==> src/rtl/rr_merge_scheduler.sv <==
// Round-robin N-input merge scheduler with packet locking and a single registered output stage.
// Optional per-input completed-packet counters are built when RR_MERGE_STATS_EN is defined.
module rr_merge_scheduler #(
  parameter int N     = 4,
  parameter int WIDTH = 33,
  parameter int CNT_W = 16
) (
  input  logic                  clk,
  input  logic                  reset,
  input  logic [N-1:0]          in_valid,
  output logic [N-1:0]          in_ready,
  input  logic [N*WIDTH-1:0]    in_data,
  output logic                  out_valid,
  input  logic                  out_ready,
  output logic [WIDTH-1:0]      out_data,
  output logic [$clog2(N)-1:0]  out_src,
  output logic [N*CNT_W-1:0]    pkt_count
);

  localparam int IDX_W = $clog2(N);

  typedef enum logic [0:0] {ST_IDLE = 1'b0, ST_LOCKED = 1'b1} state_t;

  state_t             state_q, state_d;
  logic [IDX_W-1:0]   owner_q, owner_d;
  logic [IDX_W-1:0]   ptr_q, ptr_d;
  logic               out_valid_q, out_valid_d;
  logic [WIDTH-1:0]   out_data_q, out_data_d;
  logic [IDX_W-1:0]   out_src_q, out_src_d;

  logic [N-1:0]       lo_mask_s;
  logic [N-1:0]       hi_req_s;
  logic               found_s;
  logic [IDX_W-1:0]   win_s;
  logic [IDX_W-1:0]   sel_s;
  logic [WIDTH-1:0]   acc_data_s;
  logic               can_load_s;
  logic               accept_s;
  logic               tail_s;
  logic [N-1:0]       in_ready_s;

  // Lowest set bit wins; scanned top-down so the final write is the lowest index.
  function automatic logic [IDX_W-1:0] first_set(input logic [N-1:0] v);
    logic [IDX_W-1:0] r;
    r = '0;
    for (int i = N - 1; i >= 0; i--) begin
      r = v[i] ? IDX_W'(i) : r;
    end
    return r;
  endfunction

  // Wrap at N-1 so non-power-of-two N never reaches unused codes.
  function automatic logic [IDX_W-1:0] wrap_inc(input logic [IDX_W-1:0] v);
    return (v == IDX_W'(N - 1)) ? '0 : v + 1'b1;
  endfunction

  // Rotating-priority winner: requests at or above ptr first, then the wrapped ones.
  always_comb begin
    for (int i = 0; i < N; i++) begin
      lo_mask_s[i] = (IDX_W'(i) < ptr_q);
    end
    hi_req_s = in_valid & ~lo_mask_s;
    found_s  = |in_valid;
    win_s    = (|hi_req_s) ? first_set(hi_req_s) : first_set(in_valid);
  end

  // Handshake, output-register load and lock/pointer update.
  always_comb begin
    state_d     = state_q;
    owner_d     = owner_q;
    ptr_d       = ptr_q;
    out_valid_d = out_valid_q;
    out_data_d  = out_data_q;
    out_src_d   = out_src_q;
    in_ready_s  = '0;
    acc_data_s  = '0;

    can_load_s = !out_valid_q || out_ready;
    sel_s      = (state_q == ST_LOCKED) ? owner_q : win_s;
    for (int i = 0; i < N; i++) begin
      acc_data_s = (IDX_W'(i) == sel_s) ? in_data[i*WIDTH +: WIDTH] : acc_data_s;
    end
    tail_s = acc_data_s[WIDTH-1];

    case (state_q)
      ST_IDLE:   in_ready_s[win_s]   = found_s && can_load_s && !reset;
      ST_LOCKED: in_ready_s[owner_q] = can_load_s && !reset;
      default:   in_ready_s          = '0;
    endcase

    accept_s = |(in_valid & in_ready_s);

    if (accept_s) begin
      out_valid_d = 1'b1;
      out_data_d  = acc_data_s;
      out_src_d   = sel_s;
      if (tail_s) begin
        state_d = ST_IDLE;
        ptr_d   = wrap_inc(sel_s);
      end else begin
        state_d = ST_LOCKED;
        owner_d = sel_s;
      end
    end else if (out_ready) begin
      out_valid_d = 1'b0;
    end else begin
      out_valid_d = out_valid_q;
    end
  end

  // Scheduler state and output register.
  always_ff @(posedge clk or posedge reset) begin
    if (reset) begin
      state_q     <= ST_IDLE;
      owner_q     <= '0;
      ptr_q       <= '0;
      out_valid_q <= 1'b0;
      out_data_q  <= '0;
      out_src_q   <= '0;
    end else begin
      state_q     <= state_d;
      owner_q     <= owner_d;
      ptr_q       <= ptr_d;
      out_valid_q <= out_valid_d;
      out_data_q  <= out_data_d;
      out_src_q   <= out_src_d;
    end
  end

  assign in_ready  = in_ready_s;
  assign out_valid = out_valid_q;
  assign out_data  = out_data_q;
  assign out_src   = out_src_q;

`ifdef RR_MERGE_STATS_EN
  logic [CNT_W-1:0] cnt_q [N];
  logic [CNT_W-1:0] cnt_d [N];

  // Saturating count of accepted tail flits per input.
  always_comb begin
    for (int i = 0; i < N; i++) begin
      cnt_d[i] = cnt_q[i];
      if (accept_s && tail_s && (sel_s == IDX_W'(i)) && (cnt_q[i] != {CNT_W{1'b1}})) begin
        cnt_d[i] = cnt_q[i] + 1'b1;
      end else begin
        cnt_d[i] = cnt_q[i];
      end
    end
  end

  // Counter registers.
  always_ff @(posedge clk or posedge reset) begin
    if (reset) begin
      for (int i = 0; i < N; i++) cnt_q[i] <= '0;
    end else begin
      for (int i = 0; i < N; i++) cnt_q[i] <= cnt_d[i];
    end
  end

  // Flatten counters onto the output bus.
  always_comb begin
    pkt_count = '0;
    for (int i = 0; i < N; i++) begin
      pkt_count[i*CNT_W +: CNT_W] = cnt_q[i];
    end
  end
`else
  assign pkt_count = '0;
`endif

endmodule

==> config.mk <==
export PLATFORM = sky130hd
export DESIGN_NAME = rr_merge_scheduler
export DESIGN_NICKNAME = d
export VERILOG_FILES = /design/src/rtl/rr_merge_scheduler.sv
export SDC_FILE = /design/constraint.sdc
export NUM_CORES = 1
export LEC_CHECK = 0
export BUFFER_PORTS_ARGS = -buffer_cell sky130_fd_sc_hd__clkbuf_2
export CAP_MARGIN = 20
export CORE_AREA = 2 2 93 95
export CTS_CLUSTER_DIAMETER = 60
export CTS_CLUSTER_SIZE = 10
export DETAILED_ROUTE_END_ITERATION = 10
export DIE_AREA = 0 0 95 97
export PLACE_DENSITY = 0.82
export RECOVER_POWER = 25
export SETUP_SLACK_MARGIN = 0.1
export SLEW_MARGIN = 20
export SYNTH_ARGS = -nofsm -noshare
export SYNTH_HDL_FRONTEND = slang
export SYNTH_SLANG_ARGS = --single-unit
==> constraint.sdc <==
create_clock -name clk -period 8.4 [get_ports clk]
set_input_delay 0.42 -clock clk [delete_from_list [all_inputs] [get_ports clk]]
set_output_delay 0.42 -clock clk [all_outputs]
set_load 0.1 [all_outputs]
# After elaboration in Yosys (flattened, before gate mapping)

Cells that the tools add are included.

Add/sub/neg operators: 1
$lt $le $gt $ge: 8
Equal/unequal tests: 4
Multiplexer cells: 23
Bitwise operators: 7
Reductions and logical operators: 15

Operators with widths:

| cell                                                                          | number |
|---|---|
| 33-bit 2-to-1 mux                                                             | 4 |
| 2-bit 2-to-1 mux                                                              | 11 |
| 4-bit AND                                                                     | 4 |
| 4-bit OR reduction                                                            | 3 |
| 4-bit case mux with 2 select lines                                            | 1 |
| 2-bit by 3-bit less-than comparator with 1-bit output (second input constant) | 2 |
| 1-bit logical AND                                                             | 5 |
| 1-bit 2-to-1 mux                                                              | 5 |
| 1-bit demux with 2-bit select                                                 | 2 |
| 2-bit == test (first input constant)                                          | 2 |
| 2-bit by 1-bit >= comparator with 1-bit output (second input constant)        | 2 |
| 1-bit by 2-bit less-than comparator with 1-bit output (first input constant)  | 2 |
| 2-bit less-than comparator (first input constant)                             | 2 |
| 4-bit inverter                                                                | 1 |
| 2-bit AND reduction                                                           | 2 |
| 2-bit by 1-bit adder with 2-bit output (second input constant)                | 1 |
| 1-bit by 2-bit == test with 1-bit output (first input constant)               | 1 |
| 2-bit == test (second input constant)                                         | 1 |
| 1-bit zero test                                                               | 2 |
| 2-bit zero test                                                               | 1 |
| 1-bit inverter                                                                | 2 |
| 2-bit nonzero test                                                            | 1 |
| 1-bit logical OR                                                              | 1 |

Bits in registers: 41
Bits of input ports: 139

# Depth between registers and ports, before layout

Gate-level depths: netlist (run 1).

Depth after elaboration: 17
Mapped depth: 15
Mapped depth without buffers: 12

# Worst setup path after synthesis (run 1)

No wires, ideal clock.

Kind: register to output
Start point: register out_valid_q (netlist: out_valid)
End point: output in_ready[1]
Arrival: 4.110 ns
Path slack: 3.870 ns
Cell stages (with the launch flop): 5
Cells stage by stage: dfrtp_1 -> nor2b_1 -> nor3_1 -> or2b_2 -> o32ai_1

Longest elaborated chain between the ends: 6
Elaborated cells on any way between the ends: 8

RTL lines:

| item                                 | line | RTL |
|---|---|---|
| from (decl)                          | 27   | `logic out_valid_q, out_valid_d;` |
| from (signal assigned)               | 124  | `out_valid_q <= out_valid_d;` |
| 1-bit zero test *                    | 78   | `can_load_s = !out_valid_q \|\| out_ready;` |
| 1-bit logical OR *                   | 78   |  |
| 1-bit logical AND (2 in series)      | 86   | `ST_IDLE: in_ready_s[win_s] = found_s && can_load_s && !reset;` |
| 4-bit AND (no source line)           | --   |  |
| 4-bit case mux with 2 select lines * | 85   | `case (state_q)` |
| to (decl)                            | 11   | `output logic [N-1:0] in_ready,` |

Mark *: on every way between the ends. The rest lies on a longest branch, timed or not.

# Worst setup path after layout (run 1)

Start point: register ptr_q[0]
End point: register ptr_q[1]

Elaborated cells on any way between the ends: 34

RTL lines:

| item                                 | line | RTL |
|---|---|---|
| from (decl)                          | 26   | `logic [IDX_W-1:0] ptr_q, ptr_d;` |
| from (signal assigned)               | 123  | `ptr_q <= ptr_d;` |
| 2-bit less-than comparator           | 60   | `lo_mask_s[i] = (IDX_W'(i) < ptr_q);` |
| 4-bit inverter *                     | 62   | `hi_req_s = in_valid & ~lo_mask_s;` |
| 4-bit AND *                          | 62   |  |
| 2-bit 2-to-1 mux (4 in series)       | 47   | `r = v[i] ? IDX_W'(i) : r;` |
| 2-bit 2-to-1 mux *                   | 64   | `win_s = (\|hi_req_s) ? first_set(hi_req_s) : first_set(in_valid);` |
| 2-bit 2-to-1 mux *                   | 79   | `sel_s = (state_q == ST_LOCKED) ? owner_q : win_s;` |
| net sel_s[1]                         | 35   | `logic [IDX_W-1:0] sel_s;` |
| 2-bit zero test                      | 81   | `acc_data_s = (IDX_W'(i) == sel_s) ? in_data[i*WIDTH +: WIDTH] : acc_data_s;` |
| 33-bit 2-to-1 mux (4 in series)      | 81   |  |
| 2-bit AND reduction (no source line) | --   |  |

The timed path passes the listed nets; every way through them passes the cells marked *.
A chain may end at the register's enable or synchronous reset.

==> results of run 1 <==
==> layout make-up <==
type / instances / area (µm²) / share of cell area
clock buffer: 7 / 86.3 / 0.0204
clock inverter: 1 / 30.0 / 0.00711
inverter: 11 / 41.3 / 0.00978
multi-input combinational: 313 / 2000 / 0.473
sequential: 41 / 1030 / 0.243
tap: 105 / 131 / 0.0311
timing repair buffer: 181 / 912 / 0.216
==> kinds of logic (layout without fill, tap and decap cells) <==
logic type	after synthesis	count (layout)	synth area share
other	1	64	0.00109
DFF	41	41	0.299
and+or+nand+nor	88	88	0.114
AOI/OAI and AO/OA	121	121	0.230
adders and majority gates	4	4	0.0146
buffers and inverters	100	200	0.192
muxes	36	36	0.149
==> per-stage QoR <==
stage | instances | utilization | area, µm²
final | 659 | 0.519 | 4220
after global routing | 659 | 0.519 | 4220
after CTS | 659 | 0.518 | 4210
after detailed placement | 651 | 0.504 | 4100
after global placement | 651 | 0.504 | 4100
after floorplan | 454 | - | 3660
==> worst max path at each step <==
stage	from	endpoint	slack [ps]	cells after the start
finish	ptr_q[0]	ptr_q[1]	4730	13
global route	ptr_q[1]	owner_q[1]	4480	13
CTS	ptr_q[0]	ptr_q[1]	4820	10
detailed placement	in_valid[2]	ptr_q[1]	4670	11
global placement	in_valid[2]	ptr_q[1]	4860	11
floorplan	out_valid	in_ready[1]	3870	4
==> registers in the layout, summed over array words and instances (netlist names) <==
register   cells
owner_q        2
out_data      33
out_src        2
ptr_q          2
out_valid      1
state_q        1
==> routing by layer <==
layer,up-vias,part of all wire
met5,-,0
li1,1565,-
met1,1513,0.40
met4,0,0.0055
met3,6,0.073
met2,161,0.52
==> cell usage in the layout (no fill, tap or decap), types with 5 or more instances in the layout <==
cell type	netlist	routed
clkbuf_2	0	177
mux2_4	29	29
inv_1	11	11
a22oi_1	31	31
clkbuf_8	0	6
nor2_1	33	33
o21ai_0	34	34
mux2_2	5	5
conb_1	1	64
nand2_1	38	38
dfrtp_1	41	41
a21oi_1	35	35
==> critical path, cell delays in order, from the launching register on <==
cell and delay (ps):
dfrtp_1 420, nand2b_1 120, a21oi_1 90, or2_2 310, o21ai_0 450, inv_1 160, ha_1 450, buf_4 330
nor2b_2 160, a221oi_1 90, nor3_1 290, a21oi_1 80, a31oi_1 240, mux2_2 370
==> results.toml, run 1 <==
[global_routing]
grtUsageMet3 = 0.0397
grt_pass1_vias = 3093
busiest_layer = "met2"
grt.overflow.total = 0
gr-usage-all-layers = 0.187
grtUsageMet1 = 0.211
grt_pass1_wl_mm = 13.9
grt_max_degree = 67
antenna_found_initial = 0
gr-usage-met2 = 0.349

[sta]
finClkSkew_ps = 11.0
fin_crit_ps = 3670
setup_violations = 0
rsz0062_at_grt = "no"
finalHoldViolations = 0
maxSlewHeadroom = -0.0460
worst_pin_slew_ps = 1570
finalSetupTns_ps = 0
drv_slew = 42
holdWs_ps = 446
period_share = 0.437
fmax_ghz = 0.272
layout_setup_ws_ps = 4730

[placement]
hpwlAfterDp_mm = 6.82
place.gp.congestion = 0.822
dp_slack_ps = 4670
port_buffers = 178

[floorplan]
die_w_um = 95
rows = 33
core_area_um2 = 8130
io_pins = 243
start_util = 0.421
die_area_um2 = 9220
die_h_um = 97

[worst_setup_path]
critPathLaunchType = "flop"
crit_required_ps = 8580
reg2reg_slack_ps = 4730
critPathCaptureType = "flop"
cp_max_fo = 20
worstPathArrival_ps = 3850
regToRegStartpoint = "ptr_q[0]"
reg2reg_depth = 13
path_class = "reg -> reg"
reg2reg_to = "ptr_q[1]"

[detailed_routing]
wl_per_cell_um = 13.7
drtAntennaViolNets = 0
wirelength_mm = 9.05
vias = 3245
first_pass_iters = 4
routed_via_density = 4.92
drcViolationCount = 0
drt_iter0_drc = 96

[synth]
syn_area_um2 = 3430
yosys_warnings = 0
synth_cells = 391
synth_flop_cell = "dfrtp_1"
yosysMostFrequentCell = "buf_4"
yosys_register_bits = 41
yosys.area.top_type = "dfrtp_1"
synth_common_cells = "64 x buf_4, 41 x dfrtp_1, 38 x nand2_1"
syn_area_per_cell_um2 = 8.76
synth_top_area_frac = 0.299
synth_cell_types = 46
yosysSeqAreaShare = 0.299
synth_edf_count = 0
ys_async_sr_fraction = 1.00
ys_top_cells_by_area = "dfrtp_1 30%, buf_4 14%, mux2_4 13%"

[status]
outcome = "finished with violations"
violations = "max-capacitance violations, max-slew violations"

[worst_hold_path]
hold_path_depth = 3
hold_end = "out_src[1]"
holdCritPathClass = "in -> reg"
min_from = "in_valid[3]"

[final_layout]
drive_above_1_share = 0.422
fill_cells = 774
diodes = 0
final_nets = 696
syn2layout_area_growth_pct = 23.2

[clocking]
clkTransAtPathRegs_ps = 90
clk-insertion-delay-late_ps = 290
htree_levels = 2
tritoncts = "yes"
clock_sinks = 41
cts-resized-gates = 0
cts_made_buffers = 5
cts_root_buffer = "clkbuf_8"
cts_setup_buffers = 0
clk_path_buf_depth = 2
cts_hold_buf = 0

[flow_run]
cap_violations = 1
Power of run 1 is left out: the tool's default activity adds up to more than one toggle a clock period on the data nets, which glitch-free logic cannot reach.
==> run 2, diff against run 1 <==
Settings changed: CORE_AREA 2 2 93 95 to not set, CORE_MARGIN set to 2, CORE_UTILIZATION set to 42, DIE_AREA 0 0 95 97 to not set.
Clock period 8.4 ns to 3.38 ns, I/O delays scaled along.
==> run 2 against run 1 <==
Against the previous run:
- the run still ends with max-capacitance violations, max-slew violations left
- cell area up 1.4%
- clock skew is 2.9 ps higher
- wire length increased by 3.0%
- critical path type unchanged
- largest cell class unchanged
- highest routed layer unchanged
==> results.toml, run 2 (synthesized netlist as in run 1, its figures left out) <==
[placement]
port_buffers = 178
place.gp.congestion = 0.851
hpwlAfterDp_mm = 7.02

[final_layout]
final_nets = 702
final_common_cell = "clkbuf_2"
regArea_um2 = 1030
largest_reg_flops = 33
drive_above_1_share = 0.436
final_cell_mix = "177 x clkbuf_2, 64 x conb_1, 41 x dfrtp_1, 38 x nand2_1, 35 x a21oi_1"
syn2layout_area_growth_pct = 25.0
multiInputGateArea_um2 = 2010
fill_cells = 737
diodes = 0

[detailed_routing]
drt_iter0_drc = 92
wl_per_cell_um = 14.1
drcViolationCount = 0
drtAntennaViolNets = 0
first_pass_iters = 5
wirelength_mm = 9.31
vias = 3277
routed_via_density = 4.95

[global_routing]
gr-usage-all-layers = 0.198
grt_pass1_wl_mm = 13.9
grt.overflow.total = 0
antenna_found_initial = 0
grt_max_degree = 42
grt_pass1_vias = 3053

[worst_setup_path]
crit_required_ps = 3570
cp_max_fo = 34
path_class = "reg -> reg"
critPathLaunchType = "flop"
worstPathArrival_ps = 3300
critPathCaptureType = "flop"

[floorplan]
rows = 32
die_h_um = 94.3
core_area_um2 = 7810
start_util = 0.439
die_area_um2 = 8900
io_pins = 243
die_w_um = 94.3

[clocking]
tritoncts = "yes"
cts_root_buffer = "clkbuf_8"
cts_hold_buf = 0
clkTransAtPathRegs_ps = 90
clk_path_buf_depth = 2
clock_sinks = 41
htree_levels = 2
clk-insertion-delay-late_ps = 300
cts_made_buffers = 5

[status]
violations = "max-capacitance violations, max-slew violations"
outcome = "finished with violations"

[sta]
fin_crit_ps = 3100
maxSlewHeadroom = -0.0474
setup_violations = 0
holdWs_ps = 194
worst_pin_slew_ps = 1570
period_share = 0.918
rsz0062_at_grt = "yes"
finalHoldViolations = 0
finClkSkew_ps = 13.9
drv_slew = 42
fmax_ghz = 0.322

[flow_run]
cap_violations = 1

[worst_hold_path]
holdCritPathClass = "in -> reg"
run 2: changes by cell type in the layout (fill, tap and decap cells not counted), sizes merged:
cell | previous run | this run
buf | 3 | 9
clkbuf | 185 | 184
clkinvlp | 0 | 1
run 2: layout make-up:
cell class                 instances  area share
timing repair buffer             187       0.223
sequential                        41       0.240
tap                              102      0.0298
multi-input combinational        313       0.469
clock buffer                       6      0.0193
clock inverter                     2     0.00876
inverter                          11     0.00964
run 2: through the flow:
step | TNS, ps | instances | setup slack (ps) | util | area (µm²)
after detailed placement | -45.3 | 651 | -45.3 | 0.529 | 4130
after global placement | 0 | 651 | 101 | 0.529 | 4130
final | 0 | 662 | 277 | 0.549 | 4280
after global routing | 0 | 662 | 32.0 | 0.549 | 4280
after CTS | 0 | 659 | 187 | 0.545 | 4260
after floorplan | 0 | 454 | 106 | - | 3680
run 2: path summary, 6_finish.rpt:
path / startpoint / endpoint / slack (ps) / cells past startpoint
min in group asynchronous: reset / out_data[4] / 380 / 2
hold / removal: in_valid[3] / out_src[1] / 190 / 3
max in group asynchronous: reset / out_data[9] / 2070 / 2
hold reg to reg: out_data[14] / out_data[14] / 510 / 1
setup reg to reg: ptr_q[1] / ptr_q[1] / 280 / 12
setup / recovery: ptr_q[1] / ptr_q[1] / 280 / 12
run 2: timing repair:
action | CTS | global route
setup endpoints to repair | 9 | 11
pin swaps | 0 | 0
setup buffers | 0 | 3
gates resized for setup | 1 | 1
run 2: metal layers:
| layer | share of wire | track usage | wire, µm | up-vias |
|---|---|---|---|---|
| met4 | 0.011 | 0.0519 | 100 | 0 |
| met3 | 0.089 | 0.0439 | 826 | 12 |
| li1 | - | - | - | 1579 |
| met1 | 0.37 | 0.215 | 3480 | 1518 |
| met5 | 0 | 0 | 0 | - |
| met2 | 0.53 | 0.384 | 4900 | 168 |
run 2: critical path, stage by stage, from the launching register on:
cell and delay (ps):
dfrtp_1 460, nand2_1 90, a221oi_2 290, or2_2 190, o21ai_0 110, inv_1 120
ha_1 230, buf_4 400, a221oi_1 160, nor3_1 270, a21oi_1 70, a31oi_1 230
mux2_2 360
Power of run 2 is left out for the same reason.
==> run 3, diff against run 2 <==
Settings changed: CTS_BUF_LIST set to sky130_fd_sc_hd__clkbuf_16, CTS_CLUSTER_SIZE 10 to not set.
==> run 3 against run 2 <==
Against the previous run:
- the flow still finishes with violations (max-capacitance violations, max-slew violations)
- register-to-register slack better by 20 ps
- maximum frequency is 0.72% higher
- non-clock buffer count stayed put
- core utilization rose by 0.59 points
- wire length is 0.25% lower
==> results.toml, run 3 (synthesized netlist as in run 1, its figures left out) <==
[status]
outcome = "finished with violations"
violations = "max-capacitance violations, max-slew violations"

[detailed_routing]
wl_met2_mm = 4.90
drtAntennaViolNets = 0
drcViolationCount = 0
routed_via_density = 4.93
route.met3.wl_um = 818
wl_per_cell_um = 14.0
drt_iter0_drc = 96
topRoutingLayerUsed = "met4"
wl_met1_mm = 3.47
first_pass_iters = 5
vias = 3264
wirelength_mm = 9.29

[floorplan]
start_util = 0.439
core_area_um2 = 7810
io_pins = 243
rows = 32
die_h_um = 94.3
die_area_um2 = 8900
die_w_um = 94.3

[final_layout]
final_cell_mix = "177 x clkbuf_2, 64 x conb_1, 41 x dfrtp_1, 38 x nand2_1, 35 x a21oi_1"
final_nets = 702
largest_reg_flops = 33
fill_cells = 731
drive_above_1_share = 0.434
final_common_cell = "clkbuf_2"
syn2layout_area_growth_pct = 26.3
design_area_um2 = 4330
layout.cells.non_filler = 662
diodes = 0

[worst_setup_path]
cp_max_fo = 34
slowest_delay_ps = 450
path_cells = "nand2_1 -> a221oi_2 -> or2_2 -> o21ai_0 -> inv_1 -> ha_1 -> buf_4 -> a221oi_1 -> nor3_1 -> a21oi_1 -> a31oi_1 -> mux2_2"
path_class = "reg -> reg"
critPathLaunchType = "flop"
crit_required_ps = 3550
critPathCaptureType = "flop"
slowest_stage = "dfrtp_1"
worstPathArrival_ps = 3250

[sta]
finClkSkew_ps = 9.79
finalHoldViolations = 0
drv_slew = 42
fin_crit_ps = 3080
period_share = 0.912
fmax_ghz = 0.325
worst_pin_slew_ps = 1560
rsz0062_at_grt = "yes"
maxSlewHeadroom = -0.0427
setup_violations = 0

[global_routing]
grt_pass1_vias = 3052
grt_pass1_wl_mm = 13.9
antenna_found_initial = 0
gr-usage-all-layers = 0.198
grt.overflow.total = 0
grt_max_degree = 42

[clocking]
cts_root_buffer = "clkbuf_16"
htree_levels = 2
tritoncts = "yes"
clock_sinks = 41
clkTransAtPathRegs_ps = 60
cts_made_buffers = 5
clk_path_buf_depth = 2
cts_hold_buf = 0
clk-insertion-delay-late_ps = 280

[placement]
dpl.cell_count = 651
hpwlAfterDp_mm = 7.02
port_buffers = 178
place.gp.congestion = 0.851
placed_area_um2 = 4130

[flow_run]
cap_violations = 1

[worst_hold_path]
holdCritPathClass = "in -> reg"
## run 3: changes by cell type in the layout (fill, tap and decap cells not counted), sizes merged
cell	before	now
clkbuf	184	183
clkinv	0	1
## run 3: path summary, 6_finish.rpt
kind	endpoint	startpoint	slack, ps	cells past startpoint
min reg2reg	out_data[14]	out_data[14]	510	1
min in group asynchronous	out_data[4]	reset	390	2
max in group asynchronous	out_data[9]	reset	2060	2
min	out_src[1]	in_valid[3]	210	3
max	ptr_q[1]	ptr_q[1]	300	12
max reg2reg	ptr_q[1]	ptr_q[1]	300	12
## run 3: critical path: cells and delay by family (launching register included)
| family | cells | cell delay, ps |
|---|---|---|
| AOI/OAI and AO/OA | 5 | 860 |
| adders and majority gates | 1 | 230 |
| buffers and inverters | 2 | 520 |
| DFF | 1 | 450 |
| muxes | 1 | 360 |
| and+or+nand+nor | 3 | 550 |
## run 3: layer usage
layer  vias up  track usage
li1       1576            -
met1      1519        0.215
met2       158        0.385
met3        11       0.0439
met4         0       0.0507
met5         -            0
## run 3: timing repair
item / CTS / global route
setup buffers: 0 / 3
gates resized for setup: 1 / 1
endpoints found under the setup margin: 5 / 6
gates cloned: 0 / 0
## run 3: area by class of cell
cell class | instances | area (µm²) | area share
Clock buffer | 5 | 125 | 0.0289
Clock inverter | 3 | 41.3 | 0.00954
Inverter | 11 | 41.3 | 0.00954
Multi-Input combinational cell | 313 | 2010 | 0.464
Sequential cell | 41 | 1030 | 0.237
Tap cell | 102 | 128 | 0.0295
Timing Repair Buffer | 187 | 957 | 0.221
## run 3: through the flow
stage	setup slack (ps)	hold slack (ps)	TNS [ps]	utilization
finish	299	214	0	0.554
global route	36.4	221	0	0.554
CTS	191	128	0	0.551
detailed placement	-45.3	443	-45.3	0.529
global placement	101	417	0	0.529
floorplan	106	292	0	-
Power of run 3 is left out for the same reason.
